File: config.mk
export PLATFORM = sky130hd
export DESIGN_NAME = fifo_pack_flat
export DESIGN_NICKNAME = d
export VERILOG_FILES = /design/src/rtl/fifo_pack_if.sv /design/src/rtl/fifo_pack.sv /design/src/flat_wrapper.sv
export SDC_FILE = /design/constraint.sdc
export NUM_CORES = 1
export LEC_CHECK = 0
export CORE_MARGIN = 2
export CORE_UTILIZATION = 47
export DETAILED_ROUTE_END_ITERATION = 16
export PLACE_DENSITY = 0.74
export SETUP_SLACK_MARGIN = 0.1
export SLEW_MARGIN = 20
export SYNTH_ARGS = -nofsm -noshare
export SYNTH_HDL_FRONTEND = slang
export SYNTH_SLANG_ARGS = --single-unit
File: constraint.sdc
create_clock -name clk -period 7.6 [get_ports clk]
set_clock_uncertainty 0.2 [all_clocks]
set_input_delay 2.28 -clock clk [delete_from_list [all_inputs] [get_ports clk]]
set_output_delay 2.28 -clock clk [all_outputs]
set_load 0.02 [all_outputs]
File: src/rtl/fifo_pack_if.sv
// Bus bundle for fifo_pack: narrow-word push side, wide-word FWFT pop side
// and the occupancy / sticky error flags.
interface fifo_pack_if #(
    parameter int DATA_WIDTH = 8,
    parameter int ADDR_WIDTH = 4
);
    logic                      wr;
    logic [DATA_WIDTH-1:0]     w_data;
    logic                      rd;
    logic [2*DATA_WIDTH-1:0]   r_data;
    logic                      empty;
    logic                      full;
    logic [ADDR_WIDTH:0]       count;
    logic                      err_ovf;
    logic                      err_udf;

    modport master (
        output wr, w_data, rd,
        input  r_data, empty, full, count, err_ovf, err_udf
    );

    modport slave (
        input  wr, w_data, rd,
        output r_data, empty, full, count, err_ovf, err_udf
    );
endinterface

File: src/rtl/fifo_pack.sv
// Packing FIFO: accepts one narrow word per write, releases two narrow words
// per read as one wide first-word-fall-through word (older word in the low half).
module fifo_pack #(
    parameter int DATA_WIDTH = 8,
    parameter int ADDR_WIDTH = 4
) (
    input  logic        clk,
    input  logic        reset,
    fifo_pack_if.slave  bus
);
    localparam int                  DEPTH     = 2 ** ADDR_WIDTH;
    localparam logic [ADDR_WIDTH:0] DEPTH_CNT = (ADDR_WIDTH + 1)'(DEPTH);
    localparam logic [ADDR_WIDTH:0] TWO_CNT   = (ADDR_WIDTH + 1)'(2);

    logic [DATA_WIDTH-1:0] mem_q [DEPTH];

    logic [ADDR_WIDTH-1:0] w_addr_q, w_addr_d;
    logic [ADDR_WIDTH-1:0] r_addr_q, r_addr_d;
    logic [ADDR_WIDTH:0]   count_q,  count_d;
    logic                  err_ovf_q, err_ovf_d;
    logic                  err_udf_q, err_udf_d;

    logic                  empty;
    logic                  full;
    logic                  rd_acc;
    logic                  wr_acc;
    logic [ADDR_WIDTH-1:0] r_addr_hi;

    assign empty  = (count_q < TWO_CNT);
    assign full   = (count_q == DEPTH_CNT);
    assign rd_acc = bus.rd & ~empty;
    // A pop in the same cycle frees room, so a full FIFO still takes the write.
    assign wr_acc = bus.wr & (~full | rd_acc);

    // r_addr is always even, so the newer word sits at r_addr with bit 0 set.
    assign r_addr_hi = {r_addr_q[ADDR_WIDTH-1:1], 1'b1};

    always_comb begin
        w_addr_d  = w_addr_q;
        r_addr_d  = r_addr_q;
        count_d   = count_q;
        err_ovf_d = err_ovf_q | (bus.wr & ~wr_acc);
        err_udf_d = err_udf_q | (bus.rd & ~rd_acc);

        if (wr_acc) begin
            w_addr_d = w_addr_q + ADDR_WIDTH'(1);
        end
        if (rd_acc) begin
            r_addr_d = r_addr_q + ADDR_WIDTH'(2);
        end

        unique case ({wr_acc, rd_acc})
            2'b10:   count_d = count_q + (ADDR_WIDTH + 1)'(1);
            2'b01:   count_d = count_q - (ADDR_WIDTH + 1)'(2);
            2'b11:   count_d = count_q - (ADDR_WIDTH + 1)'(1);
            default: count_d = count_q;
        endcase
    end

    always_ff @(posedge clk or negedge reset) begin
        if (!reset) begin
            w_addr_q  <= '0;
            r_addr_q  <= '0;
            count_q   <= '0;
            err_ovf_q <= 1'b0;
            err_udf_q <= 1'b0;
        end else begin
            w_addr_q  <= w_addr_d;
            r_addr_q  <= r_addr_d;
            count_q   <= count_d;
            err_ovf_q <= err_ovf_d;
            err_udf_q <= err_udf_d;
        end
    end

    // Storage is not reset; the reset term only blocks writes while held in reset.
    always_ff @(posedge clk) begin
        if (reset && wr_acc) begin
            mem_q[w_addr_q] <= bus.w_data;
        end
    end

    assign bus.r_data  = {mem_q[r_addr_hi], mem_q[r_addr_q]};
    assign bus.empty   = empty;
    assign bus.full    = full;
    assign bus.count   = count_q;
    assign bus.err_ovf = err_ovf_q;
    assign bus.err_udf = err_udf_q;
endmodule

File: src/flat_wrapper.sv
// flat-port wrapper written by rule: the top's interface ports become plain ports
module fifo_pack_flat 
#(
    parameter int DATA_WIDTH = 8,
    parameter int ADDR_WIDTH = 4
)
  (clk, reset, bus_wr, bus_w_data, bus_rd, bus_r_data, bus_empty, bus_full, bus_count, bus_err_ovf, bus_err_udf);
  fifo_pack_if #(.DATA_WIDTH(DATA_WIDTH), .ADDR_WIDTH(ADDR_WIDTH)) bus_i ();
  input  logic clk;
  input  logic reset;
  input wire logic [$bits(bus_i.wr)-1:0] bus_wr;
  input wire logic [$bits(bus_i.w_data)-1:0] bus_w_data;
  input wire logic [$bits(bus_i.rd)-1:0] bus_rd;
  output wire logic [$bits(bus_i.r_data)-1:0] bus_r_data;
  output wire logic [$bits(bus_i.empty)-1:0] bus_empty;
  output wire logic [$bits(bus_i.full)-1:0] bus_full;
  output wire logic [$bits(bus_i.count)-1:0] bus_count;
  output wire logic [$bits(bus_i.err_ovf)-1:0] bus_err_ovf;
  output wire logic [$bits(bus_i.err_udf)-1:0] bus_err_udf;
  assign bus_i.wr = bus_wr;
  assign bus_i.w_data = bus_w_data;
  assign bus_i.rd = bus_rd;
  assign bus_r_data = bus_i.r_data;
  assign bus_empty = bus_i.empty;
  assign bus_full = bus_i.full;
  assign bus_count = bus_i.count;
  assign bus_err_ovf = bus_i.err_ovf;
  assign bus_err_udf = bus_i.err_udf;
  fifo_pack #(.DATA_WIDTH(DATA_WIDTH), .ADDR_WIDTH(ADDR_WIDTH)) u_core (.clk(clk), .reset(reset), .bus(bus_i));
endmodule
==> run metrics, run 1 <==
core area 0.0125 mm^2; area grow syn2layout 18.5%; Post-synth EDFFs 128; RSZ-0062 raised after global routing false; Post-synth ARST share 0.0986; endpoint class of the critical path primary output; commonest non-fill, non-tap cell in the layout edfxtp_1; Worst Path Buf+Inv 2; layout cell share with drive strength beyond 1 0.186; top-level I/O count 37; largest net degree at the start of global routing 33; CP delay by family, top buffers and inverters; CTS H-tree lvls 4; Buffers on Ports 36; Die X 116 um; fin cells 521; Seq/Total Area, Yosys 0.708; GP Congestion 0.817; dpl hpwl 6.66 mm; detailed-route DRC error count 0; Critical Path RT 5.12 ns; Max Clk Rate 189 MHz; Min Clock Period, post-route 5.30 ns; first-pass GRT wire length 16.6 mm; MaxCap Viol Count 0; CTS Buffer Depth 2; Hold Startpoint u_core.bus.err_udf; Core Util, Final 0.563; largest stage delay on the critical path 0.70 ns; reg2reg start u_core.bus.count[1]; critical path type flip-flop to primary output; synthesis-stage register bit count 142; main flop type after synthesis edfxtp_1; most frequent cells in the layout edfxtp_1, clkdlybuf4s50_1, mux4_1; CP Max Fanout 32; worst-path cell chain buf_4, mux4_1, mux2_2, clkdlybuf4s50_1; Hold Crit Class flip-flop to flip-flop; via-per-instance ratio 5.61; Peak VDD IR 0.193 mV; final hold viol count 0; total grt overflow 0; Hold Buf Count CTS 0; CTS Root Cell clkbuf_16; Clock Latency Late Sink 0.41 ns; GRT Util Overall 0.174; Worst-path clk slew 0.05 ns; vias in the first global route 2885; Mapped Area 0.00592 mm^2; wire length per cell 21.1 um; cell count after synthesis 291; Slew headroom 0.304; actual slew at the worst max-slew pin 1.04 ns; final worst path period share 0.697; postcts setup bufs 0; drt first-iter violations 245; reg2reg end u_core.bus.count[4]; Inst Count DP 489; final net count 358; initial antenna violation count 0; Worst Reg-to-Reg Cells 10; starting density of the core 0.475; setup_tns 0 ns; DRT Pass-1 Iters 4; routed vias 2921; Critical Path Source Type flip-flop; max-slew violations 0; Die Area 0.0135 mm^2; post-synthesis average cell area 20.4 um^2; pwr/cell area 374 mW/mm^2; number of distinct library cells after synthesis 42; synth warn 0; status finished clean; Arrival @ worst endpoint 2.82 ns; routed wire length 11.0 mm; P_leak 2.39 nW; post-synth net total 313; clock sinks 142; Post-CTS Resized 0; chip height 116 um; Worst path slowest cell mux4_1; Reg2Reg Setup Slack 4.44 ns; hold depth 1; Routed Antenna Nets 0; Hold Crit Endpoint u_core.bus.err_udf; CTS tree built; count of final setup violators 0; cell row count 41; CTS Buf Count 17; antenna cells 0; WHS 0.266 ns
==> through the flow <==
| step | cell area [um^2] | setup slack (ns) | total power, mW |
|---|---|---|---|
| after floorplan | 5920 | 3.31 | 1.59 |
| after global placement | 6440 | 2.41 | 1.87 |
| after detailed placement | 6440 | 2.14 | 1.88 |
| after CTS | 6980 | 2.26 | 2.64 |
| after global routing | 7020 | 2.18 | 2.74 |
| final | 7020 | 2.30 | 2.62 |
==> cell usage after synthesis (2+ instances only) <==
library cell / n / area share
ha_1: 9 / 0.019
nand2b_1: 3 / 0.0032
a21oi_1: 2 / 0.0017
xor2_1: 4 / 0.0059
nor3_1: 12 / 0.010
mux2_2: 19 / 0.036
nand3b_1: 2 / 0.0025
edfxtp_1: 128 / 0.65
buf_6: 5 / 0.0095
buf_1: 3 / 0.0019
nand3_1: 3 / 0.0025
nand2_1: 9 / 0.0057
mux4_1: 25 / 0.11
mux4_2: 7 / 0.027
nor4_1: 4 / 0.0042
inv_1: 6 / 0.0038
a21o_1: 3 / 0.0038
dfrtp_1: 14 / 0.059
xnor2_1: 5 / 0.0074
clkbuf_1: 6 / 0.0038
==> logic make-up (layout without fill, tap and decap cells) <==
kind of cell / count (synthesis) / in the layout / share of synthesized area
fa+ha+maj: 10 / 10 / 0.0224
mux: 52 / 52 / 0.175
simple gates: 42 / 42 / 0.0431
compound gates: 14 / 14 / 0.0167
xor+xnor: 9 / 9 / 0.0133
buf+inv: 22 / 80 / 0.0211
flops: 142 / 142 / 0.708
==> power by group <==
group | switching [mW] | internal, mW | leakage [nW]
clock network | 0.275 | 0.479 | 0.265
logic | 0.407 | 0.442 | 0.811
registers | 0.0943 | 0.925 | 1.32
total | 0.776 | 1.85 | 2.39
==> worst register-to-register path: stages, from the launching register on <==
cell	delay, ns
dfrtp_1	0.53
inv_1	0.11
ha_1	0.27
nor3b_4	0.18
nor2b_1	0.46
and2_1	0.31
ha_1	0.30
a21o_1	0.17
a21oi_1	0.23
nand3b_1	0.14
o221ai_1	0.12
==> flip-flops by register name (all words and copies together), names as in the netlist <==
signal,cells
u_core.bus.count,5
u_core.mem_q,128
u_core.w_addr_q,4
u_core.r_addr_q,3
u_core.bus.err_udf,1
u_core.bus.err_ovf,1
==> layout make-up <==
cell class / count / area (um^2)
clock buffers: 24 / 452
clock inverters: 8 / 91.3
fillers: 927 / 5450
inverters: 6 / 22.5
multi-input cells: 127 / 1640
flip-flops and latches: 142 / 4190
well taps: 172 / 215
repair buffers: 42 / 405
==> worst max path at each step <==
stage	startpoint	end	slack, ns	cells after the start
final	u_core.r_addr_q[1]	bus_r_data[13]	2.30	4
after global routing	u_core.r_addr_q[1]	bus_r_data[13]	2.18	4
after CTS	u_core.r_addr_q[1]	bus_r_data[13]	2.26	4
after detailed placement	bus_rd	u_core.mem_q[12][3]	2.14	5
after global placement	bus_rd	u_core.mem_q[6][0]	2.41	5
after floorplan	bus_rd	u_core.mem_q[1][0]	3.31	5
==> per-layer routing <==
metal  vias to the layer above  share of wire  global-route usage
li1                       1299              -                   -
met1                      1504           0.44               0.238
met2                       107           0.49               0.271
met3                        11          0.056              0.0618
met4                         0          0.011              0.0460
met5                         -              0                   0
(Power assumes the default switching activity.)
==> run 2: changes to the inputs <==
==> constraint.sdc (replaced) <==
create_clock -name clk -period 4.95 [get_ports clk]
set_clock_uncertainty 0.2 [all_clocks]
set_input_delay 1.485 -clock clk [delete_from_list [all_inputs] [get_ports clk]]
set_output_delay 1.485 -clock clk [all_outputs]
set_load 0.02 [all_outputs]
==> run 2 against run 1 <==
- via count decreased by 0.24%
- sequential power grew 54%
- sequential share of layout area is 0.82 points lower
- worst setup slack lost 1.8 ns
- final cell count is 2.3% higher
- combinational power is 51% higher
- critical endpoint is now bus_r_data[9]
==> run metrics, run 2 (same netlist as run 1, synthesis figures left out) <==
status finished clean (unchanged); detailed-route DRC error count 0 (unchanged); antenna cells 0 (unchanged); Buffers on Ports 36 (unchanged); endpoint class of the critical path primary output (unchanged); max reg flops 128 (unchanged); max-slew violations 0 (unchanged); Critical Path RT 3.26 ns (was 5.12 ns); Worst-path clk slew 0.05 ns (about the same); via-per-instance ratio 5.47 (was 5.61); hold depth 1 (unchanged); largest net degree at the start of global routing 33 (unchanged); final hold viol count 0 (unchanged); most frequent cells in the layout edfxtp_1, clkdlybuf4s50_1, mux4_1 (unchanged); DRT Pass-1 Iters 4 (unchanged); Reg2Reg Setup Slack 1.87 ns (was 4.44 ns); area grow syn2layout 20.2% (was 18.5%); worst-path cell chain buf_12, mux4_1, mux2_2, clkdlybuf4s50_1 (was buf_4, mux4_1, mux2_2, clkdlybuf4s50_1); Non-Filler Cell Area, Final 0.00712 mm^2 (was 0.00702 mm^2); final worst path period share 0.900; GP Congestion 0.781 (was 0.817); Worst Reg-to-Reg Cells 10 (unchanged); commonest non-fill, non-tap cell in the layout edfxtp_1 (unchanged); CTS tree built (unchanged); top-level I/O count 37 (unchanged); cell row count 41 (unchanged); routed vias 2914 (was 2921); Top reg by flops u_core.mem_q (unchanged); reg2reg start u_core.bus.count[1] (unchanged); pwr/cell area 570 mW/mm^2 (was 374 mW/mm^2); routed wire length 10.7 mm (was 11.0 mm); total grt overflow 0 (unchanged); P_leak 2.46 nW (was 2.39 nW); met2 wire length 5.59 mm (was 5.43 mm); Die X 116 um (unchanged); metal3 WL 430 um (was 619 um); Hold Crit Endpoint u_core.bus.err_udf (unchanged); max layer used met4 (unchanged); vias in the first global route 2937 (was 2885); first-pass GRT wire length 16.4 mm (was 16.6 mm); CP Max Fanout 28 (was 32); CTS Root Cell clkbuf_16 (unchanged); pre-CTS WS 0.852 ns (was 2.14 ns); reg2reg end u_core.bus.count[4] (unchanged); initial antenna violation count 0 (unchanged); Max Clk Rate 224 MHz; Clock Latency Late Sink 0.41 ns (about the same); core area 0.0125 mm^2 (unchanged); Slew headroom 0.359 (was 0.304); CTS Buffer Depth 2 (unchanged); post-placement cell area 0.00654 mm^2 (was 0.00644 mm^2); layout cell share with drive strength beyond 1 0.213 (was 0.186); Die Area 0.0135 mm^2 (unchanged); starting density of the core 0.475 (unchanged); clock sinks 142 (unchanged); Worst path slowest cell mux4_1 (unchanged); MaxCap Viol Count 0 (unchanged); DRT met1 WL 4.40 mm (was 4.83 mm); Min Clock Period, post-route 4.46 ns; Core Util, Final 0.571 (was 0.563); chip height 116 um (unchanged); drt first-iter violations 149 (was 245); Post-CTS Resized 0 (unchanged); Routed Antenna Nets 0 (unchanged); Hold Crit Class flip-flop to flip-flop (unchanged); Hold Startpoint u_core.bus.err_udf (unchanged); CTS H-tree lvls 4 (unchanged); Hold Buf Count CTS 0 (unchanged); final net count 370 (was 358); wire length per cell 20.1 um (was 21.1 um); final worst slack 0.495 ns (was 2.30 ns); dpl hpwl 6.34 mm (was 6.66 mm); largest stage delay on the critical path 0.65 ns (was 0.70 ns); Arrival @ worst endpoint 2.77 ns (was 2.82 ns); GRT Util Overall 0.172 (was 0.174); Critical Path Source Type flip-flop (unchanged); setup_tns 0 ns (unchanged); critical path type flip-flop to primary output (unchanged); postcts setup bufs 0 (unchanged); actual slew at the worst max-slew pin 0.961 ns (was 1.04 ns); WHS 0.266 ns (about the same); RSZ-0062 raised after global routing false (unchanged); Peak VDD IR 0.335 mV (was 0.193 mV); CTS Buf Count 17 (unchanged); count of final setup violators 0 (unchanged)
-- run 2: per-layer routing --
layer	GRT usage	vias to the layer above
met3	0.0519	27
met5	0	-
met2	0.286	81
met4	0.0722	0
met1	0.211	1483
li1	-	1323
-- run 2: power breakdown --
group	switching, mW	internal [mW]
sequential	0.152	1.42
clock	0.469	0.737
combinational	0.587	0.698
total	1.21	2.85
-- run 2: worst max-delay path: cells and delay by family, from the launching register on --
kind | cells | cell delay (ns)
buffers and inverters | 2 | 0.82
multiplexers | 2 | 0.96
flip-flops | 1 | 0.58
-- run 2: how the worst max path moves through the flow --
stage	from	endpoint	cells past startpoint
final	u_core.r_addr_q[1]	bus_r_data[9]	4
after CTS	u_core.r_addr_q[1]	bus_r_data[10]	4
after floorplan	bus_rd	u_core.mem_q[1][0]	5
after global placement	bus_rd	u_core.bus.count[4]	8
after global routing	u_core.r_addr_q[1]	bus_r_data[10]	4
after detailed placement	bus_rd	u_core.bus.count[4]	8
-- run 2: final cells by class --
class | instances | area, um^2
Clock inverter | 15 | 148
Sequential cell | 142 | 4190
Inverter | 6 | 22.5
Multi-Input combinational cell | 127 | 1600
Clock buffer | 17 | 425
Fill cell | 904 | 5350
Tap cell | 172 | 215
Timing Repair Buffer | 54 | 508
-- run 2: through the flow --
stage          cells  power [mW]
2_1_floorplan    291        2.45
3_3_place_gp     501        2.86
3_5_place_dp     501        2.90
4_1_cts          533        4.11
5_1_grt          533        4.25
6_report         533        4.06
==> run 3: changes to the inputs <==
--- a/config.mk
+++ b/config.mk
@@ -5,6 +5,7 @@
 export SDC_FILE = /design/constraint.sdc
 export NUM_CORES = 1
 export LEC_CHECK = 0
+export CORE_ASPECT_RATIO = 0.6
 export CORE_MARGIN = 2
 export CORE_UTILIZATION = 47
 export DETAILED_ROUTE_END_ITERATION = 16
==> run 3 against run 2 <==
- sequential share of layout area shrank 0.48 points
- core utilization grew 1.8 points
- register-to-register slack gained 0.05 ns
- routed wire length grew 1.3%
- clock-buffer cell count is the same
- critical path type unchanged
- critical path depth is the same
==> run metrics, run 3 (same netlist as run 1, synthesis figures left out) <==
status finished clean (unchanged); cell row count 31 (was 41); CP Max Fanout 34 (was 28); hold depth 1 (unchanged); CTS Root Cell clkbuf_16 (unchanged); most frequent cells in the layout edfxtp_1, clkdlybuf4s50_1, mux4_1 (unchanged); max layer used met4 (unchanged); drt first-iter violations 177 (was 149); endpoint class of the critical path primary output (unchanged); Post-CTS Resized 0 (unchanged); actual slew at the worst max-slew pin 0.941 ns (was 0.961 ns); vias in the first global route 2863 (was 2937); postcts setup bufs 0 (unchanged); Clock Latency Late Sink 0.41 ns (about the same); max reg flops 128 (unchanged); final worst path period share 0.894 (was 0.900); commonest non-fill, non-tap cell in the layout edfxtp_1 (unchanged); chip height 91.0 um (was 116 um); layout cell share with drive strength beyond 1 0.229 (was 0.213); Top reg by flops u_core.mem_q (unchanged); final hold viol count 0 (unchanged); via-per-instance ratio 5.41 (was 5.47); post-placement cell area 0.00655 mm^2 (was 0.00654 mm^2); max-slew violations 0 (unchanged); Hold Crit Class flip-flop to flip-flop (unchanged); Worst Reg-to-Reg Cells 11 (was 10); total grt overflow 0 (unchanged); DRT met1 WL 5.28 mm (was 4.40 mm); Max Clk Rate 226 MHz (was 224 MHz); routed wire length 10.9 mm (was 10.7 mm); Clk network pwr share 0.318 (was 0.297); setup_tns 0 ns (unchanged); routed vias 2862 (was 2914); area grow syn2layout 21.1% (was 20.2%); critical path type flip-flop to primary output (unchanged); count of final setup violators 0 (unchanged); MaxCap Viol Count 0 (unchanged); combinational share of power 0.310 (was 0.316); Peak VDD IR 0.366 mV (was 0.335 mV); Die Area 0.0135 mm^2 (about the same); CTS Buffer Depth 2 (unchanged); initial antenna violation count 1 (was 0); wire length per cell 20.5 um (was 20.1 um); Buffers on Ports 36 (unchanged); first-pass GRT wire length 17.2 mm (was 16.4 mm); met2 wire length 4.87 mm (was 5.59 mm); CTS H-tree lvls 4 (unchanged); CTS Buf Count 17 (unchanged); Worst-path clk slew 0.06 ns (was 0.05 ns); final net count 372 (was 370); Non-Filler Cell Area, Final 0.00718 mm^2 (was 0.00712 mm^2); Slew headroom 0.372 (was 0.359); Sw Share 0.300 (was 0.298); CTS tree built (unchanged); metal3 WL 625 um (was 430 um); Critical Path Source Type flip-flop (unchanged); top-level I/O count 37 (unchanged); P_leak 2.51 nW (was 2.46 nW); Critical Path RT 3.26 ns (about the same); starting density of the core 0.486 (was 0.475); overall power 4.16 mW (was 4.06 mW); GRT Util Overall 0.178 (was 0.172); dpl hpwl 6.77 mm (was 6.34 mm); P_int 2.92 mW (was 2.85 mW); Die X 149 um (was 116 um); P_sw 1.25 mW (was 1.21 mW); Reg power frac 0.372 (was 0.387); GP Congestion 0.796 (was 0.781); core area 0.0122 mm^2 (was 0.0125 mm^2); Routed Antenna Nets 0 (unchanged); Min Clock Period, post-route 4.43 ns (was 4.46 ns); detailed-route DRC error count 0 (unchanged); Hold Buf Count CTS 0 (unchanged); RSZ-0062 raised after global routing false (unchanged); largest net degree at the start of global routing 35 (was 33); pwr/cell area 580 mW/mm^2 (was 570 mW/mm^2); DRT Pass-1 Iters 4 (unchanged); Arrival @ worst endpoint 2.74 ns (was 2.77 ns); clock sinks 142 (unchanged)
[run 3: cell types whose count changed in the layout (fill, tap and decap cells not counted), sizes merged]
cell      delta
clkinvlp     -4
bufinv       +1
buf          +2
inv          +8
clkinv       -5
diode        +1
[run 3: cell type report]
cell class / instances / area [um^2]
fillers: 872 / 5000
diodes: 1 / 2.50
clock buffers: 17 / 425
multi-input cells: 127 / 1620
inverters: 6 / 22.5
flip-flops and latches: 142 / 4190
well taps: 165 / 206
repair buffers: 56 / 510
clock inverters: 15 / 198
[run 3: final timing paths]
check | start | to | slack, ns
max | u_core.r_addr_q[1] | bus_r_data[13] | 0.52
min | u_core.bus.err_udf | u_core.bus.err_udf | 0.27
max reg2reg | u_core.bus.count[1] | u_core.bus.count[4] | 1.92
min reg2reg | u_core.bus.err_udf | u_core.bus.err_udf | 0.27
max in group asynchronous | reset | u_core.r_addr_q[1] | 3.16
min in group asynchronous | reset | u_core.bus.count[1] | 1.20
[run 3: metrics by stage]
step                      utilization  hold slack (ns)  worst slack, ns  cells
after floorplan                     -            0.310             1.46    291
after global placement          0.538            0.241            0.943    496
after detailed placement        0.538            0.255            0.860    496
after CTS                       0.589            0.269            0.485    528
after global routing            0.589            0.280            0.396    528
final                           0.589            0.270            0.523    529
[run 3: power by group through the flow]
stage	Clock, mW	Sequential, mW	Combinational (mW)
floorplan	0	1.54	0.911
global placement	0	1.57	1.29
detailed placement	0	1.57	1.31
CTS	1.35	1.55	1.31
global route	1.40	1.56	1.40
finish	1.32	1.55	1.29
[run 3: worst max-delay path: stages, from the launching register on]
cell	delay (ns)
dfrtp_1	0.32
buf_4	0.49
mux4_1	0.69
mux2_2	0.30
clkdlybuf4s50_1	0.53
[run 3: layer usage]
metal / GRT usage / up-vias
li1: - / 1333
met1: 0.266 / 1457
met2: 0.250 / 66
met3: 0.0623 / 6
met4: 0.0452 / 0
met5: 0 / -
